===== src/rtl/cacheline_burst_arbiter.sv =====
// cacheline_burst_arbiter: two-port (I-cache read, D-cache read/write) line arbiter that
//   serialises each BEATS*BEAT_W cache line into BEATS memory beats and back.
// Latency: 1 grant cycle + BEATS pmem_resp cycles + 1 DONE cycle (6 cycles at BEATS=4).
// Backpressure: requests are held until x_resp; pmem_resp paces the beats, and gaps simply
//   stall the beat counter. Only one line transaction is ever outstanding.
//
// Ports:
//   clk, rst                          clock, synchronous active-high reset
//   i_read/i_address/i_rdata/i_resp   I-cache line read channel
//   d_read/d_write/d_address/d_wdata  D-cache line request (write wins if both asserted)
//   d_rdata/d_resp                    D-cache completion
//   pmem_*                            burst memory side; read/write/address are registered
// Optional: define ARB_PERF_CNT_EN to add the saturating perf_* counter outputs (CNT_W wide).
module cacheline_burst_arbiter #(
  parameter int ADDR_W = 32,
  parameter int BEAT_W = 64,
  parameter int BEATS  = 4,
`ifdef ARB_PERF_CNT_EN
  parameter int CNT_W  = 32,
`endif
  localparam int LINE_W = BEATS * BEAT_W
) (
  input  logic              clk,
  input  logic              rst,
  input  logic              i_read,
  input  logic [ADDR_W-1:0] i_address,
  output logic [LINE_W-1:0] i_rdata,
  output logic              i_resp,
  input  logic              d_read,
  input  logic              d_write,
  input  logic [ADDR_W-1:0] d_address,
  input  logic [LINE_W-1:0] d_wdata,
  output logic [LINE_W-1:0] d_rdata,
  output logic              d_resp,
  output logic              pmem_read,
  output logic              pmem_write,
  output logic [ADDR_W-1:0] pmem_address,
  output logic [BEAT_W-1:0] pmem_wdata,
  input  logic [BEAT_W-1:0] pmem_rdata,
  input  logic              pmem_resp
`ifdef ARB_PERF_CNT_EN
  ,
  output logic [CNT_W-1:0]  perf_i_lines,
  output logic [CNT_W-1:0]  perf_d_rd_lines,
  output logic [CNT_W-1:0]  perf_d_wr_lines,
  output logic [CNT_W-1:0]  perf_conflict_cycles
`endif
);

  localparam int OFF_W = $clog2(LINE_W / 8);
  localparam int BW    = (BEATS > 1) ? $clog2(BEATS) : 1;

  typedef enum logic [1:0] {S_IDLE, S_XFER, S_DONE} state_t;
  typedef enum logic {OWN_I, OWN_D} owner_t;

  state_t            state_q, state_d;
  owner_t            owner_q, last_grant_q;
  logic              write_q;
  logic [BW-1:0]     beat_q;
  logic [LINE_W-1:0] line_q;       // write line to send, or read line being assembled
  logic [LINE_W-1:0] line_merged;  // line_q with the current read beat folded in
  int unsigned       beat_base;

  logic d_req, i_req, any_req, grant_d, d_is_write, beat_last;

  // Byte-offset bits are dropped by line alignment.
  logic unused_addr_bits;
  assign unused_addr_bits = ^{i_address[OFF_W-1:0], d_address[OFF_W-1:0]};

  function automatic logic [ADDR_W-1:0] line_align(input logic [ADDR_W-1:0] a);
    return {a[ADDR_W-1:OFF_W], {OFF_W{1'b0}}};
  endfunction

  assign i_req      = i_read;
  assign d_req      = d_read | d_write;
  assign any_req    = i_req | d_req;
  // Lone requester wins; on a tie, whoever did not get the previous grant goes.
  assign grant_d    = d_req & (~i_req | (last_grant_q == OWN_I));
  assign d_is_write = d_write;  // d_read && d_write resolves to a write
  assign beat_last  = (beat_q == BW'(BEATS - 1));

  always_comb begin
    beat_base = int'(beat_q) * BEAT_W;
  end

  always_comb begin
    line_merged = line_q;
    line_merged[beat_base +: BEAT_W] = pmem_rdata;
  end

  assign pmem_wdata = line_q[beat_base +: BEAT_W];

  // Next-state and completion outputs.
  always_comb begin
    state_d = state_q;
    i_resp  = 1'b0;
    d_resp  = 1'b0;
    case (state_q)
      S_IDLE: begin
        if (any_req) state_d = S_XFER;
      end
      S_XFER: begin
        if (pmem_resp && beat_last) state_d = S_DONE;
      end
      S_DONE: begin
        i_resp  = (owner_q == OWN_I);
        d_resp  = (owner_q == OWN_D);
        state_d = S_IDLE;
      end
      default: state_d = S_IDLE;
    endcase
  end

  always_ff @(posedge clk) begin
    if (rst) begin
      state_q      <= S_IDLE;
      owner_q      <= OWN_I;
      last_grant_q <= OWN_I;
      write_q      <= 1'b0;
      beat_q       <= '0;
      line_q       <= '0;
      i_rdata      <= '0;
      d_rdata      <= '0;
      pmem_read    <= 1'b0;
      pmem_write   <= 1'b0;
      pmem_address <= '0;
    end else begin
      state_q <= state_d;
      case (state_q)
        S_IDLE: begin
          if (any_req) begin
            owner_q      <= grant_d ? OWN_D : OWN_I;
            last_grant_q <= grant_d ? OWN_D : OWN_I;
            write_q      <= grant_d & d_is_write;
            beat_q       <= '0;
            pmem_address <= line_align(grant_d ? d_address : i_address);
            line_q       <= (grant_d && d_is_write) ? d_wdata : '0;
            pmem_read    <= ~(grant_d & d_is_write);
            pmem_write   <= grant_d & d_is_write;
          end
        end
        S_XFER: begin
          if (pmem_resp) begin
            if (!write_q) line_q <= line_merged;
            if (beat_last) begin
              beat_q     <= '0;
              pmem_read  <= 1'b0;
              pmem_write <= 1'b0;
              // Publish the completed read line so it is stable for the DONE cycle.
              if (!write_q) begin
                if (owner_q == OWN_D) d_rdata <= line_merged;
                else                  i_rdata <= line_merged;
              end
            end else begin
              beat_q <= beat_q + 1'b1;
            end
          end
        end
        default: ;
      endcase
    end
  end

`ifdef ARB_PERF_CNT_EN
  logic i_served, d_served, conflict;

  // A requester counts as served when it is being granted now or already owns the port.
  always_comb begin
    i_served = 1'b0;
    d_served = 1'b0;
    if (state_q == S_IDLE) begin
      i_served = i_req & ~grant_d;
      d_served = grant_d;
    end else begin
      i_served = (owner_q == OWN_I);
      d_served = (owner_q == OWN_D);
    end
  end

  assign conflict = (i_req & ~i_served) | (d_req & ~d_served);

  always_ff @(posedge clk) begin
    if (rst) begin
      perf_i_lines         <= '0;
      perf_d_rd_lines      <= '0;
      perf_d_wr_lines      <= '0;
      perf_conflict_cycles <= '0;
    end else begin
      if (state_q == S_DONE) begin
        if (owner_q == OWN_I) begin
          if (perf_i_lines != '1) perf_i_lines <= perf_i_lines + 1'b1;
        end else if (write_q) begin
          if (perf_d_wr_lines != '1) perf_d_wr_lines <= perf_d_wr_lines + 1'b1;
        end else begin
          if (perf_d_rd_lines != '1) perf_d_rd_lines <= perf_d_rd_lines + 1'b1;
        end
      end
      if (conflict && perf_conflict_cycles != '1)
        perf_conflict_cycles <= perf_conflict_cycles + 1'b1;
    end
  end
`endif

endmodule

===== config.mk =====
export PLATFORM = sky130hd
export DESIGN_NAME = cacheline_burst_arbiter
export DESIGN_NICKNAME = d
export VERILOG_FILES = /design/src/rtl/cacheline_burst_arbiter.sv
export SDC_FILE = /design/constraint.sdc
export NUM_CORES = 2
export LEC_CHECK = 0
export ABC_AREA = 1
export CAP_MARGIN = 5
export CORE_AREA = 3 3 389 391
export CTS_CLUSTER_SIZE = 25
export DETAILED_ROUTE_END_ITERATION = 10
export DIE_AREA = 0 0 392 394
export PLACE_DENSITY_LB_ADDON = 0.05
export REMOVE_ABC_BUFFERS = 1
export SETUP_SLACK_MARGIN = 0.2
export SLEW_MARGIN = 20
export SYNTH_ARGS = -nofsm -noshare
export SYNTH_HDL_FRONTEND = slang
export SYNTH_SLANG_ARGS = --single-unit

===== constraint.sdc =====
create_clock -name clk -period 2.74 [get_ports clk]
set_input_delay 0.548 -clock clk [delete_from_list [all_inputs] [get_ports clk]]
set_output_delay 0.548 -clock clk [all_outputs]
set_load 0.005 [all_outputs]

==> flow_metrics.env <==
export IMPL_drt_iter0_markers=3879
export IMPL_clk_path_buf_depth=3
export IMPL_die_y_um=394
export IMPL_min_period_over_period_pct=97.12
export IMPL_postLayoutCellArea_sq_mm=0.06016
export IMPL_dp_hpwl_um=146200
export IMPL_final_hold_viol_count=0
export IMPL_hold_start="rst"
export IMPL_muxShareOfSynthArea_pct=0
export IMPL_timing_final_ws_setup_ns=0.07901
export IMPL_layout_nets=7846
export IMPL_min_path_type="primary input to register"
export IMPL_crit_required_ns=2.19
export IMPL_path_class="register to primary output"
export IMPL_layout_drive_gt1_share_pct=9.254
export IMPL_synth_top_area_share_pct=39.26
export IMPL_synth_xor_area_share_pct=0
export IMPL_final_cell_mix="2152 x nand2_1, 962 x a21oi_1, 918 x clkdlybuf4s50_1"
export IMPL_cts_sinks=803
export IMPL_synth_cell_types=21
export IMPL_endpoint_kind="primary output"
export IMPL_power_density_mw_per_mm2=584.9
export IMPL_vias=47501
export IMPL_ant_nets=0
export IMPL_cts_root_buf="clkbuf_16"
export IMPL_ys_warn_count=0
export IMPL_insertion_delay_ns=0.72
export IMPL_tightest_slew_ns=0.8909
export IMPL_synth_compound_area_share_pct=13.66
export IMPL_syn_area_sq_mm=0.04095
export IMPL_rrSetupSlack_ns=0.21
export IMPL_drc_errors=0
export IMPL_cts_tree="built"
export IMPL_critPathArrivalTime_ns=2.11
export IMPL_outcome="complete, no violations"
export IMPL_final_min_clock_period_ns=2.661
export IMPL_cp_max_fo=7
export IMPL_clock_skew_ns=0.02759
export IMPL_dieArea_sq_mm=0.1544
export IMPL_wire_per_inst_um=24.46
export IMPL_synth_simple_area_share_pct=36.39
export IMPL_ys_ff_latch=803
export IMPL_synth_top_family_by_area="simple AND/OR/NAND/NOR gates"
export IMPL_io_pins=1002
export IMPL_synthAdderAreaFrac_pct=0.1833
export IMPL_clock_fmax_mhz=375.8
export IMPL_coreArea_sq_mm=0.1478
export IMPL_numCtsBuffers=102
export IMPL_grt_setup_unrepaired="yes"
export IMPL_h_tree_depth=3
export IMPL_synth_cells=6589
export IMPL_finalSetupViolations=0
export IMPL_portBuffers=986
export IMPL_die_width_um=392
export IMPL_antenna_found_initial=40
export IMPL_grt_max_degree=151
export IMPL_grt_usage_pct=27.29
export IMPL_yosys_top_cells_area="dfxtp_1 39%, nand2_1 20%, a21oi_1 13%, nand3_1 6.2%, nor2_1 5.4%"
export IMPL_crit_path_start="beat_q[0]"
export IMPL_final_common_cell="nand2_1"
export IMPL_place_congestion=0.8303
export IMPL_start_util_pct=27.70
export IMPL_postPlaceCellArea_sq_mm=0.05364
export IMPL_synth_area_per_cell_sq_um=6.214
export IMPL_place_inst=9153
export IMPL_layout_cells_non_filler=9486
export IMPL_grt_pass1_wl_um=314400
export IMPL_reg2reg_from="beat_q[0]"
export IMPL_crit_path_start_kind="register"
export IMPL_leakage_nw=25.22
export IMPL_wl_um=232000
export IMPL_pre_cts_ws_ns=0.1602
export IMPL_vdd_drop_max_mv=0.4868
export IMPL_first_pass_iters=8
export IMPL_row_count=141
export IMPL_slew_viol_final=0
export IMPL_ys_seq_area_share_pct=39.26
export IMPL_fillCellCount=15705
export IMPL_finalPower_mw=35.19
export IMPL_cap_violations=0
export IMPL_overflow=0
export IMPL_grt_pass1_vias=44790
export IMPL_ctsHoldBuffers=0
export IMPL_path_clk_slew_ns=0.06
export IMPL_viasPerCell=5.007
export IMPL_relSlewSlack_pct=40.60
export IMPL_synth_top_area_cell="dfxtp_1"
export IMPL_syn_to_final_growth_pct=46.92
[worst max-delay path: stages (launching register included)]
cell and delay (ns):
dfxtp_4 0.37, buf_8 0.13, inv_16 0.06, buf_16 0.16
buf_16 0.17, o21ai_2 0.12, a21oi_2 0.06, a21oi_4 0.16
buf_2 0.14
[final timing paths]
path	end	cells after the start
worst min-delay path	d_rdata[151]	2
worst min register to register	d_rdata[179]	2
worst max-delay path	pmem_wdata[17]	8
worst max register to register	d_rdata[5]	12
[sequential cells by signal, summed over array words and instances, names as in the netlist]
signal        cells
state_q           2
pmem_write        1
line_q          256
d_rdata         256
last_grant_q      1
beat_q            2
i_rdata         256
pmem_address     27
pmem_read         1
write_q           1
[cells by family after synthesis]
kind of cell	count (synthesis)
DFF	803
buffers and inverters	1078
and+or+nand+nor	3583
other	1
AOI/OAI and AO/OA	1118
adders and majority gates	6
[routing by layer]
metal / share of wire (%) / vias up / global-route usage, %
li1: - / 22880 / -
met1: 41 / 22501 / 33.71
met4: 3.5 / 16 / 9.414
met2: 48 / 1778 / 46.87
met5: 0.051 / - / 0
met3: 7.2 / 326 / 5.581
[power by group]
part	switching, mW	internal (mW)
Clock	5.94	8.88
Combinational	4.96	2.78
Sequential	0.400	12.2
Total	11.3	23.9
[per-stage QoR]
stage / setup TNS [ns] / util [%] / hold slack (ns)
after floorplan: -7501.27 / - / 0.4506
after global routing: 0 / 40.68 / 0.1330
after detailed placement: 0 / 36.28 / 0.4546
after global placement: 0 / 36.28 / 0.4524
after CTS: 0 / 39.47 / 0.1058
final: 0 / 40.69 / 0.1604
[Yosys cell counts, drive strengths merged]
cell type and instances:
a21oi 1023, and2 64, buf 186, clkbuf 361, conb 1, dfxtp 803
ha 6, inv 531, nand2 2163, nand3 507, nand4 258, nor2 589
nor3 2, o21ai 95
[final cells by class]
cell class                      instances  area (sq um)  area share [%]
Timing Repair Buffer                 1296         14480           24.07
Clock buffer                          144          2973           4.942
Multi-Input combinational cell       4712         21350           35.48
Sequential cell                       803         16080           26.73
Tap cell                             1930          2415           4.014
Inverter                              531          2078           3.455
Timing Repair inverter                  4         65.06          0.1081
Antenna cell                           24         60.06         0.09983
Clock inverter                         42         658.1           1.094
[repair_timing]
item	4_1_cts	5_1_grt
pin swaps	12	21
setup endpoints to repair	66	589
cloned	19	34
gates resized for setup	465	161
endpoints found under the hold margin	0	0
setup buffers	35	35
Power figures use the tool's default switching activity.
